`config.mk`:
```
export PLATFORM = sky130hd
export DESIGN_NAME = pipe_stage_reg
export DESIGN_NICKNAME = d
export VERILOG_FILES = /design/src/rtl/pipe_stage_reg_pkg.sv /design/src/rtl/pipe_sat_counter.sv /design/src/rtl/pipe_stage_reg.sv
export SDC_FILE = /design/constraint.sdc
export NUM_CORES = 1
export LEC_CHECK = 0
export ABC_AREA = 1
export BUFFER_PORTS_ARGS = -buffer_cell sky130_fd_sc_hd__buf_2
export CAP_MARGIN = 40
export CORE_MARGIN = 3
export CORE_UTILIZATION = 43
export DETAILED_ROUTE_END_ITERATION = 8
export PLACE_DENSITY = 0.76
export SLEW_MARGIN = 20
export SYNTH_ARGS = -nofsm -noshare
export SYNTH_HDL_FRONTEND = slang
export SYNTH_SLANG_ARGS = --single-unit
```
`constraint.sdc`:
```
create_clock -name clk -period 1.5 [get_ports clk]
set_input_delay 0.45 -clock clk [delete_from_list [all_inputs] [get_ports clk]]
set_output_delay 0.45 -clock clk [all_outputs]
set_load 0.01 [all_outputs]
```
`src/rtl/pipe_stage_reg_pkg.sv`:
```
// misc_v_pipe_pkg: shared types and constants for the MISC-V inter-stage
// pipeline registers.
//   pipe_state_e : occupancy state of a pipe_stage_reg (EMPTY/FULL/SKID)
//   EXMEM_*      : bit positions of the EX/MEM control bundle
//   CTRL_W_EXMEM : width of the EX/MEM control bundle
package misc_v_pipe_pkg;

    typedef enum logic [1:0] {
        EMPTY = 2'd0,   // nothing held, outputs show a bubble
        FULL  = 2'd1,   // main register holds the head entry
        SKID  = 2'd2    // main and skid both hold entries
    } pipe_state_e;

    localparam int CTRL_W_EXMEM   = 8;
    localparam int EXMEM_REGWRITE = 0;
    localparam int EXMEM_ALUSRC   = 1;
    localparam int EXMEM_ALUOP_LO = 2;
    localparam int EXMEM_ALUOP_HI = 4;
    localparam int EXMEM_MEMWRITE = 5;
    localparam int EXMEM_MEMREAD  = 6;
    localparam int EXMEM_REGSTORE = 7;

endpackage

```
`src/rtl/pipe_sat_counter.sv`:
```
// pipe_sat_counter: saturating up-counter used for performance debug.
// Ports:
//   clk   : rising-edge clock
//   reset : synchronous, active-high clear
//   inc_i : count one event this cycle
//   cnt_o : current count, sticks at all-ones
module pipe_sat_counter #(
    parameter int CNT_W = 16
) (
    input  logic             clk,
    input  logic             reset,
    input  logic             inc_i,
    output logic [CNT_W-1:0] cnt_o
);

    logic [CNT_W-1:0] cnt_q;

    always_ff @(posedge clk) begin
        if (reset) begin
            cnt_q <= '0;
        end else if (inc_i && (cnt_q != {CNT_W{1'b1}})) begin
            cnt_q <= cnt_q + 1'b1;
        end
    end

    assign cnt_o = cnt_q;

endmodule

```
`src/rtl/pipe_stage_reg.sv`:
```
// pipe_stage_reg: parametrised valid/ready pipeline stage register carrying a
// control bundle plus NDATA data words, with synchronous flush and a
// saturating back-pressure counter.
// Configuration macro PIPE_STAGE_SKID_EN:
//   defined   : 2-entry (main + skid) storage, in_ready is registered.
//   undefined : single entry, in_ready = !out_valid || out_ready.
// Ports:
//   clk, reset            : clock, synchronous active-high reset
//   flush                 : discard held entries and this cycle's input
//   in_valid/in_ready     : upstream handshake
//   in_ctrl/in_data       : upstream control bundle / data words
//   out_valid/out_ready   : downstream handshake
//   out_ctrl/out_data     : held control (zero on a bubble) / data words
//   stall_cnt             : cycles with out_valid && !out_ready (saturating)
module pipe_stage_reg
    import misc_v_pipe_pkg::*;
#(
    parameter int CTRL_W = 8,
    parameter int DATA_W = 16,
    parameter int NDATA  = 3,
    parameter int CNT_W  = 16
) (
    input  logic                    clk,
    input  logic                    reset,
    input  logic                    flush,
    input  logic                    in_valid,
    output logic                    in_ready,
    input  logic [CTRL_W-1:0]       in_ctrl,
    input  logic [NDATA*DATA_W-1:0] in_data,
    output logic                    out_valid,
    input  logic                    out_ready,
    output logic [CTRL_W-1:0]       out_ctrl,
    output logic [NDATA*DATA_W-1:0] out_data,
    output logic [CNT_W-1:0]        stall_cnt
);

    localparam int DW = NDATA * DATA_W;

    pipe_state_e       state_q;
    logic [CTRL_W-1:0] main_ctrl_q;
    logic [DW-1:0]     main_data_q;
    logic              accept;
    logic              fire;

    assign out_valid = (state_q != EMPTY);
    assign fire      = out_valid && out_ready;
    // A flush cycle never accepts, even if upstream sees in_ready high.
    assign accept    = in_valid && in_ready && !flush;

`ifdef PIPE_STAGE_SKID_EN
    logic [CTRL_W-1:0] skid_ctrl_q;
    logic [DW-1:0]     skid_data_q;

    // Registered: upstream never sees a path from out_ready.
    assign in_ready = (state_q != SKID);

    always_ff @(posedge clk) begin
        if (reset) begin
            state_q     <= EMPTY;
            main_ctrl_q <= '0;
            main_data_q <= '0;
            skid_ctrl_q <= '0;
            skid_data_q <= '0;
        end else if (flush) begin
            // Data registers keep their contents; only occupancy is dropped.
            state_q <= EMPTY;
        end else begin
            case (state_q)
                EMPTY: begin
                    if (accept) begin
                        state_q     <= FULL;
                        main_ctrl_q <= in_ctrl;
                        main_data_q <= in_data;
                    end
                end
                FULL: begin
                    if (fire && accept) begin
                        main_ctrl_q <= in_ctrl;
                        main_data_q <= in_data;
                    end else if (fire) begin
                        state_q <= EMPTY;
                    end else if (accept) begin
                        state_q     <= SKID;
                        skid_ctrl_q <= in_ctrl;
                        skid_data_q <= in_data;
                    end
                end
                SKID: begin
                    if (fire) begin
                        state_q     <= FULL;
                        main_ctrl_q <= skid_ctrl_q;
                        main_data_q <= skid_data_q;
                    end
                end
                default: state_q <= EMPTY;
            endcase
        end
    end
`else
    // Single entry: a slot frees up in the same cycle the head fires.
    assign in_ready = !out_valid || out_ready;

    always_ff @(posedge clk) begin
        if (reset) begin
            state_q     <= EMPTY;
            main_ctrl_q <= '0;
            main_data_q <= '0;
        end else if (flush) begin
            state_q <= EMPTY;
        end else begin
            case (state_q)
                EMPTY: begin
                    if (accept) begin
                        state_q     <= FULL;
                        main_ctrl_q <= in_ctrl;
                        main_data_q <= in_data;
                    end
                end
                FULL: begin
                    // accept implies fire here since in_ready needs out_ready.
                    if (accept) begin
                        main_ctrl_q <= in_ctrl;
                        main_data_q <= in_data;
                    end else if (fire) begin
                        state_q <= EMPTY;
                    end
                end
                default: state_q <= EMPTY;
            endcase
        end
    end
`endif

    // Bubbles must not assert RegWrite/MemWrite/MemRead downstream.
    assign out_ctrl = out_valid ? main_ctrl_q : '0;
    assign out_data = main_data_q;

    pipe_sat_counter #(
        .CNT_W (CNT_W)
    ) u_stall_cnt (
        .clk   (clk),
        .reset (reset),
        .inc_i (out_valid && !out_ready),
        .cnt_o (stall_cnt)
    );

endmodule

```
==> results of run 1 <==
[sequential cells by signal, summed over array words and instances (netlist names)]
name               count
out_data              48
u_stall_cnt.cnt_o     16
main_ctrl_q            8
state_q                1
[layout by cell type, fill, tap and decap left out, types with 2 or more instances in the layout]
cell / instances
a21oi_1: 6
buf_12: 5
buf_2: 127
buf_4: 16
buf_6: 14
clkbuf_16: 3
clkbuf_8: 11
clkinv_2: 3
clkinvlp_4: 2
dfxtp_1: 72
inv_1: 16
inv_2: 10
inv_4: 2
nand2_1: 50
nand2_2: 11
nand3_1: 14
nand3b_1: 3
nor2_1: 110
nor2_2: 42
nor2_4: 2
o21ai_0: 11
o21ai_1: 36
o21ai_2: 9
xor2_1: 4
[cell type report]
class                      instances  area [um2]
sequential                        73        1465
fill                             663        2810
clock inverter                     5       30.03
multi-input combinational        307        1536
inverter                          30       125.1
clock buffer                      11       151.4
tap                               99       123.9
timing repair buffer             165        1089
[through the flow]
stage | instances | setup TNS [ns] | hold slack [ns] | utilization, %
after detailed placement | 660 | -0.02665 | 0.4780 | 55.06
final | 690 | -0.06229 | 0.3236 | 61.67
after CTS | 679 | -0.2890 | 0.3088 | 58.22
after floorplan | 432 | 0 | 0.4619 | -
after global routing | 690 | -0.9509 | 0.3114 | 61.67
after global placement | 660 | 0 | 0.4720 | 55.06
[metal layers]
metal / vias up / wire length, um / global-route usage, %
met3: 13 / 569 / 6.195
met4: 0 / 112 / 5.739
met5: - / 0 / 0
li1: 1657 / - / -
met2: 103 / 4182 / 30.77
met1: 1456 / 3962 / 24.35
[kinds of logic (layout without fill, tap and decap cells)]
group                    after synthesis  after routing  synth area share (%)
AND/OR/NAND/NOR                      237            237                 33.31
adder cells (fa/ha/maj)                1              1                0.3828
buffers and inverters                 52            211                 10.38
XOR/XNOR                               5              5                 1.340
flip-flops                            73             73                 44.72
AO/OA/AOI/OAI                         64             64                 9.878
[final timing paths]
check,end,cells past startpoint,slack [ns],start
min reg2reg,out_data[7],2,0.50,out_data[7]
min,out_data[39],3,0.32,in_data[39]
max reg2reg,main_ctrl_q[4],8,0.03,state_q[0]
max,out_ctrl[7],4,-0.02,state_q[0]
[power by group]
group / total (mW) / switching, mW / internal [mW] / leakage [nW]
Sequential: 2.12 / 0.0680 / 2.05 / 0.600
Combinational: 0.630 / 0.338 / 0.292 / 1.58
Clock: 1.42 / 0.739 / 0.682 / 0.0911
[critical path: cells and delay by family (launching register included)]
family	cells	cell delay [ns]
DFF	1	0.39
buffers and inverters	3	0.30
and+or+nand+nor	1	0.04
[synthesized netlist by cell type]
cell / count
nor2_1: 110
xor2_1: 4
o21ai_0: 16
inv_4: 1
nand2_4: 2
nor3_4: 1
buf_12: 4
nand2_1: 59
ha_1: 1
a211oi_1: 1
clkbuf_2: 1
inv_8: 1
dfxtp_1: 73
buf_8: 1
a21oi_1: 7
clkbuf_1: 6
nor2_4: 2
o21ai_1: 40
inv_1: 24
nor3_1: 1
inv_2: 4
nand3b_1: 3
nor2_2: 42
nand2_2: 2
buf_2: 3
buf_6: 7
nand3_1: 14
nor2_8: 1
xnor2_1: 1
[what timing repair did]
item / in CTS / in global routing
gates resized for setup: 10 / 38
cloned: 1 / 5
setup endpoints to repair: 10 / 43
hold endpoints to repair: 0 / 0
pin swaps: 1 / 12
buffers inserted: 2 / 6
==> summary.txt, run 1 <==
Outcome
  – Status: finished with violations
  – Failing checks: negative setup slack

Layout
  – NumNets Final: 648
  – P&R area growth vs syn: 38.32%
  – Antenna cell count: 0
  – Design Area, Final: 4521 um2
  – Layout cells sized above 1: 44.67%

Timing
  – Setup violations, final: 6
  – Post-route minimum period: 1.523 ns
  – Unrepaired setup endpoints after global routing: true
  – Fin. Hold Viols: 0
  – Max Slew Vio Count: 0
  – Worst slew margin: 81.43%
  – Crit share post-route: 101.5%
  – Worst slew pin tran: 0.2776 ns
  – Final WS setup: -0.02269 ns
  – Fmax: 0.6567 GHz
  – Worst Clk Skew: 0.007248 ns

Floorplan
  – Die height: 93.18 um
  – Initial Util: 44.58%
  – Rows: 31
  – Core Box Area: 7331 um2
  – Die area: 8683 um2
  – Ports: 135
  – Die X: 93.18 um

CTS
  – Num CTS Buffers: 9
  – CTS tree: yes
  – Root buffer cell: clkbuf_8
  – Hold Buf Count CTS: 0
  – Skew-Pair Late Insertion Delay: 0.34 ns
  – Clk sinks: 73
  – # H-tree levels: 3
  – CTS clock-pin slew for the worst setup and hold paths: 0.08 ns
  – Clock buffer depth: 2

Logic synthesis
  – Synth top area share: 44.72%
  – Sequential share of the synthesized area: 44.72%
  – Synth Cell Area: 3268 um2
  – Synth Instances: 432
  – Synth area leaders: dfxtp_1, nor2_1, nor2_2
  – Syn_area_per_cell: 7.565 um2
  – Seq cells post-synth: 73
  – Netlist cell types: 29
  – Yosys warns: 0
  – Synth area leader: dfxtp_1
  – Net Count, Synth: 494

Worst setup path
  – Crit Path Class: flip-flop to output pin
  – CP startpoint kind: flip-flop
  – Setup crit end kind: output pin
  – Critical Path, Cell by Cell: buf_6 > nand2_2 > inv_1 > buf_2
  – CP max FO: 5
  – Slowest-stage cell, CP: dfxtp_4
  – Crit-path max cell delay: 0.39 ns
  – CP arrival: 1.07 ns
  – Critical Path RT: 1.05 ns

Route
  – Antenna violation net count after detailed routing: 0
  – Initial DRC count: 115
  – Via density: 4.680
  – Routed WL per cell: 12.79 um
  – First-pass DRT Iterations: 4
  – Vias: 3229
  – DRC Markers: 0
  – Final wirelength: 8827 um

Power and ir drop
  – Max IR drop VDD: 0.6769 mV
  – PwrDens: 921.7 nW/um2
  – Pleak: 2.276 nW
  – Power, Total: 4.167 mW

GRT
  – GRT Util Overall: 19.09%
  – Number of global-route vias before repair: 2970
  – Pin count of the biggest net entering global routing: 62
  – GR Overflow Total: 0
  – Global-route wire length before repair: 13340 um
  – Initial antenna violation count: 0

Placement
  – DP Area: 4036 um2
  – Placement Setup Slack: -0.007530 ns
  – RePlAce Congestion: 0.8002
  – Dpl hpwl: 5826 um
  – # port buffers: 134

Min path
  – Worst hold path class: input port to flip-flop

Run
  – Max-Cap Viols: 0
(Power assumes the default switching activity.)
==> inputs of run 2 (changes only) <==
--- a/config.mk
+++ b/config.mk
@@ -5,13 +5,12 @@
 export SDC_FILE = /design/constraint.sdc
 export NUM_CORES = 1
 export LEC_CHECK = 0
-export ABC_AREA = 1
 export BUFFER_PORTS_ARGS = -buffer_cell sky130_fd_sc_hd__buf_2
 export CAP_MARGIN = 40
 export CORE_MARGIN = 3
-export CORE_UTILIZATION = 43
+export CORE_UTILIZATION = 41
 export DETAILED_ROUTE_END_ITERATION = 8
-export PLACE_DENSITY = 0.76
+export PLACE_DENSITY = 0.75
 export SLEW_MARGIN = 20
 export SYNTH_ARGS = -nofsm -noshare
 export SYNTH_HDL_FRONTEND = slang
==> run 2 against run 1 <==
Against the previous run: the flow still finishes with violations (negative setup slack); global-route usage grew 0.73 points; cell count shrank 11%; non-clock buffer count grew 31; register-to-register slack lost 0.24 ns; via count shrank 2.0%; critical endpoint is now u_stall_cnt.cnt_o[9]; synthesized cell count shrank 20%; largest power group unchanged.
==> summary.txt, run 2 <==
Logic synthesis
  – Synth Instances: 347 (-20%)
  – Synth area leader: dfxtp_1
  – Synth async-reset ratio: 0% (unchanged)
  – Netlist cell types: 34 (+17%)
  – Commonest cells post-synth: nand2_1, dfxtp_1, a21oi_1
  – Net Count, Synth: 409 (-17%)
  – Syn_area_per_cell: 8.001 um2 (+5.8%)
  – Top FF cell, synth: dfxtp_1
  – Synth top area share: 52.64% (+7.9 points)
  – Yosys warns: 0 (unchanged)
  – Sequential share of the synthesized area: 52.64% (+7.9 points)
  – Most common cell in the synthesized netlist: nand2_1
  – Post-synth EDFFs: 0 (unchanged)
  – Synth Cell Area: 2776 um2 (-15%)
  – Synth area leaders: dfxtp_1, nand2_1, a21oi_1
  – Seq cells post-synth: 73 (unchanged)

Floorplan
  – Initial Util: 42.99% (-1.6 points)
  – Ports: 135 (unchanged)
  – Die height: 88.29 um (-5.2%)
  – Die X: 88.29 um (-5.2%)
  – Rows: 29 (-6.5%)
  – Die area: 7795 um2 (-10%)
  – Core Box Area: 6459 um2 (-12%)

Timing
  – Post-route minimum period: 1.710 ns (+0.1874 ns)
  – Worst Clk Skew: 0.006257 ns (-0.0009913 ns)
  – Final WS setup: -0.2101 ns (-0.1874 ns)
  – Fin. Hold Viols: 0 (unchanged)
  – Worst slew margin: 65.42% (-16 points)
  – Unrepaired setup endpoints after global routing: true
  – Worst slew pin tran: 0.5187 ns (+0.2411 ns)
  – Fmax: 0.5847 GHz (-11%)
  – Crit share post-route: 114.0% (+12 points)
  – Setup violations, final: 80 (+74)
  – Max Slew Vio Count: 0 (unchanged)

Route
  – Wire length on met2: 4746 um (+13%)
  – First-pass DRT Iterations: 4 (unchanged)
  – Routed WL per cell: 15.47 um (+21%)
  – Max Used Layer: met4
  – DRC Markers: 0 (unchanged)
  – Vias: 3163 (-2.0%)
  – Met3 WL: 527 um (-7.4%)
  – Final wirelength: 9512 um (+7.8%)
  – Via density: 5.143 (+9.9%)
  – Initial DRC count: 111 (-3.5%)
  – Met1 Wirelength: 4029 um (+1.7%)
  – Antenna violation net count after detailed routing: 0 (unchanged)

Worst setup path
  – CP startpoint kind: flip-flop
  – CP max FO: 8 (+3)
  – Critical Path RT: 1.77 ns (+0.72 ns)
  – CP arrival: 1.98 ns (+0.91 ns)
  – CP Launch Point: u_stall_cnt.cnt_o[7]
  – Worst reg2reg path startpoint: u_stall_cnt.cnt_o[7]
  – Crit Path Class: flip-flop to flip-flop
  – Setup crit end kind: flip-flop

CTS
  – Root buffer cell: clkbuf_8
  – CTS clock-pin slew for the worst setup and hold paths: 0.08 ns (about the same)
  – Clk sinks: 73 (unchanged)
  – # H-tree levels: 3 (unchanged)
  – Skew-Pair Late Insertion Delay: 0.34 ns (about the same)
  – Num CTS Buffers: 9 (unchanged)
  – CTS tree: yes
  – Clock buffer depth: 2 (unchanged)

Placement
  – Dpl hpwl: 5322 um (-8.7%)
  – # port buffers: 134 (unchanged)
  – RePlAce Congestion: 0.8069 (+0.84%)
  – Placement Setup Slack: -0.4213 ns (-0.4138 ns)

Layout
  – NumNets Final: 595 (-8.2%)
  – Layout cells sized above 1: 55.20% (+11 points)
  – Most common cell after layout, fill and taps aside: buf_2
  – Max reg flops: 48 (unchanged)
  – Antenna cell count: 0 (unchanged)
  – P&R area growth vs syn: 69.99%
  – Final core utilization: 73.07% (+11 points)
  – Most frequent cells in the layout: buf_2, nand2_1, dfxtp_1, a21oi_1, buf_4

GRT
  – GR Overflow Total: 0 (unchanged)
  – Global-route wire length before repair: 12350 um (-7.4%)
  – Number of global-route vias before repair: 2698 (-9.2%)
  – GRT Util Overall: 19.81% (+0.73 points)
  – Initial antenna violation count: 0 (unchanged)
  – Pin count of the biggest net entering global routing: 50 (-19%)

Run
  – Max-Cap Viols: 0 (unchanged)

Power and ir drop
  – Max IR drop VDD: 0.7273 mV (+7.5%)
  – PwrDens: 852.4 nW/um2 (-7.5%)
  – Pleak: 2.147 nW (-5.7%)

Outcome
  – Status: finished with violations
  – Failing checks: negative setup slack

Min path
  – Hold path start: in_data[16]
  – Worst hold path class: input port to flip-flop
run 2: changes by cell type in the layout (fill, tap and decap cells not counted), sizes merged, moves of 4 or more:
cell	before	now
nand3	14	4
o21ai	56	3
nor2	155	8
or4	0	7
nor3	2	6
inv	29	4
nand4	0	4
nand2	63	116
a21oi	7	67
buf	162	191
and2	0	8
o31ai	0	5
run 2: worst paths after layout:
kind	to	slack [ns]	cells after the start
setup / recovery	u_stall_cnt.cnt_o[9]	-0.21	4
hold / removal	out_data[16]	0.34	3
setup reg to reg	u_stall_cnt.cnt_o[9]	-0.21	4
hold reg to reg	out_data[35]	0.45	2
run 2: final cells by class:
cell class	count	area (um2)
fill	519	1739
multi-input combinational	250	1562
sequential	73	1480
timing repair buffer	196	1386
clock buffer	12	155.1
tap	77	96.34
clock inverter	4	26.28
inverter	3	13.76
run 2: routing by layer:
metal	global-route usage [%]	vias up
met4	7.143	0
met1	24.71	1486
li1	-	1544
met5	0	-
met3	4.562	23
met2	33.51	110
run 2: logic make-up (layout without fill, tap and decap cells):
kind of cell | count (synthesis) | after routing | share of synthesized area (%)
AOI/OAI and AO/OA | 79 | 79 | 15.55
xor gates and xnor gates | 1 | 1 | 0.3155
adders and majority gates | 1 | 1 | 0.4506
buffers and inverters | 24 | 215 | 3.289
DFF | 73 | 73 | 52.64
muxes | 3 | 3 | 1.172
and+or+nand+nor | 166 | 166 | 26.59
run 2: report_power, final:
| part | internal, mW | leakage (nW) | switching, mW | total, mW |
|---|---|---|---|---|
| Clock | 0.693 | 0.0928 | 0.725 | 1.42 |
| Sequential | 2.01 | 0.601 | 0.0335 | 2.04 |
| Combinational | 0.269 | 1.45 | 0.297 | 0.566 |
run 2: critical path: stages, from the launching register on:
cell     delay [ns]
dfxtp_2        0.33
nand4_1        0.22
or4_4          0.54
or4_4          0.44
a21oi_2        0.12
run 2: what timing repair did:
action / 4_1_cts / 5_1_grt
cloned: 2 / 9
setup endpoints to repair: 28 / 82
hold buffers: 0 / 0
pin swaps: 13 / 29
endpoints found under the hold margin: 0 / 0
setup buffers: 5 / 9
gates resized for setup: 18 / 89
run 2: metrics by stage:
stage | power, mW | cells | setup TNS (ns) | cell area [um2] | hold WS [ns]
floorplan | 2.280 | 347 | -3.841 | 2858 | 0.4317
global placement | 2.464 | 575 | -15.27 | 3846 | 0.4371
detailed placement | 2.476 | 575 | -17.58 | 3846 | 0.4421
CTS | 3.902 | 598 | -3.751 | 4175 | 0.3295
global route | 4.192 | 615 | -15.28 | 4720 | 0.3339
finish | 4.023 | 615 | -8.998 | 4720 | 0.3414
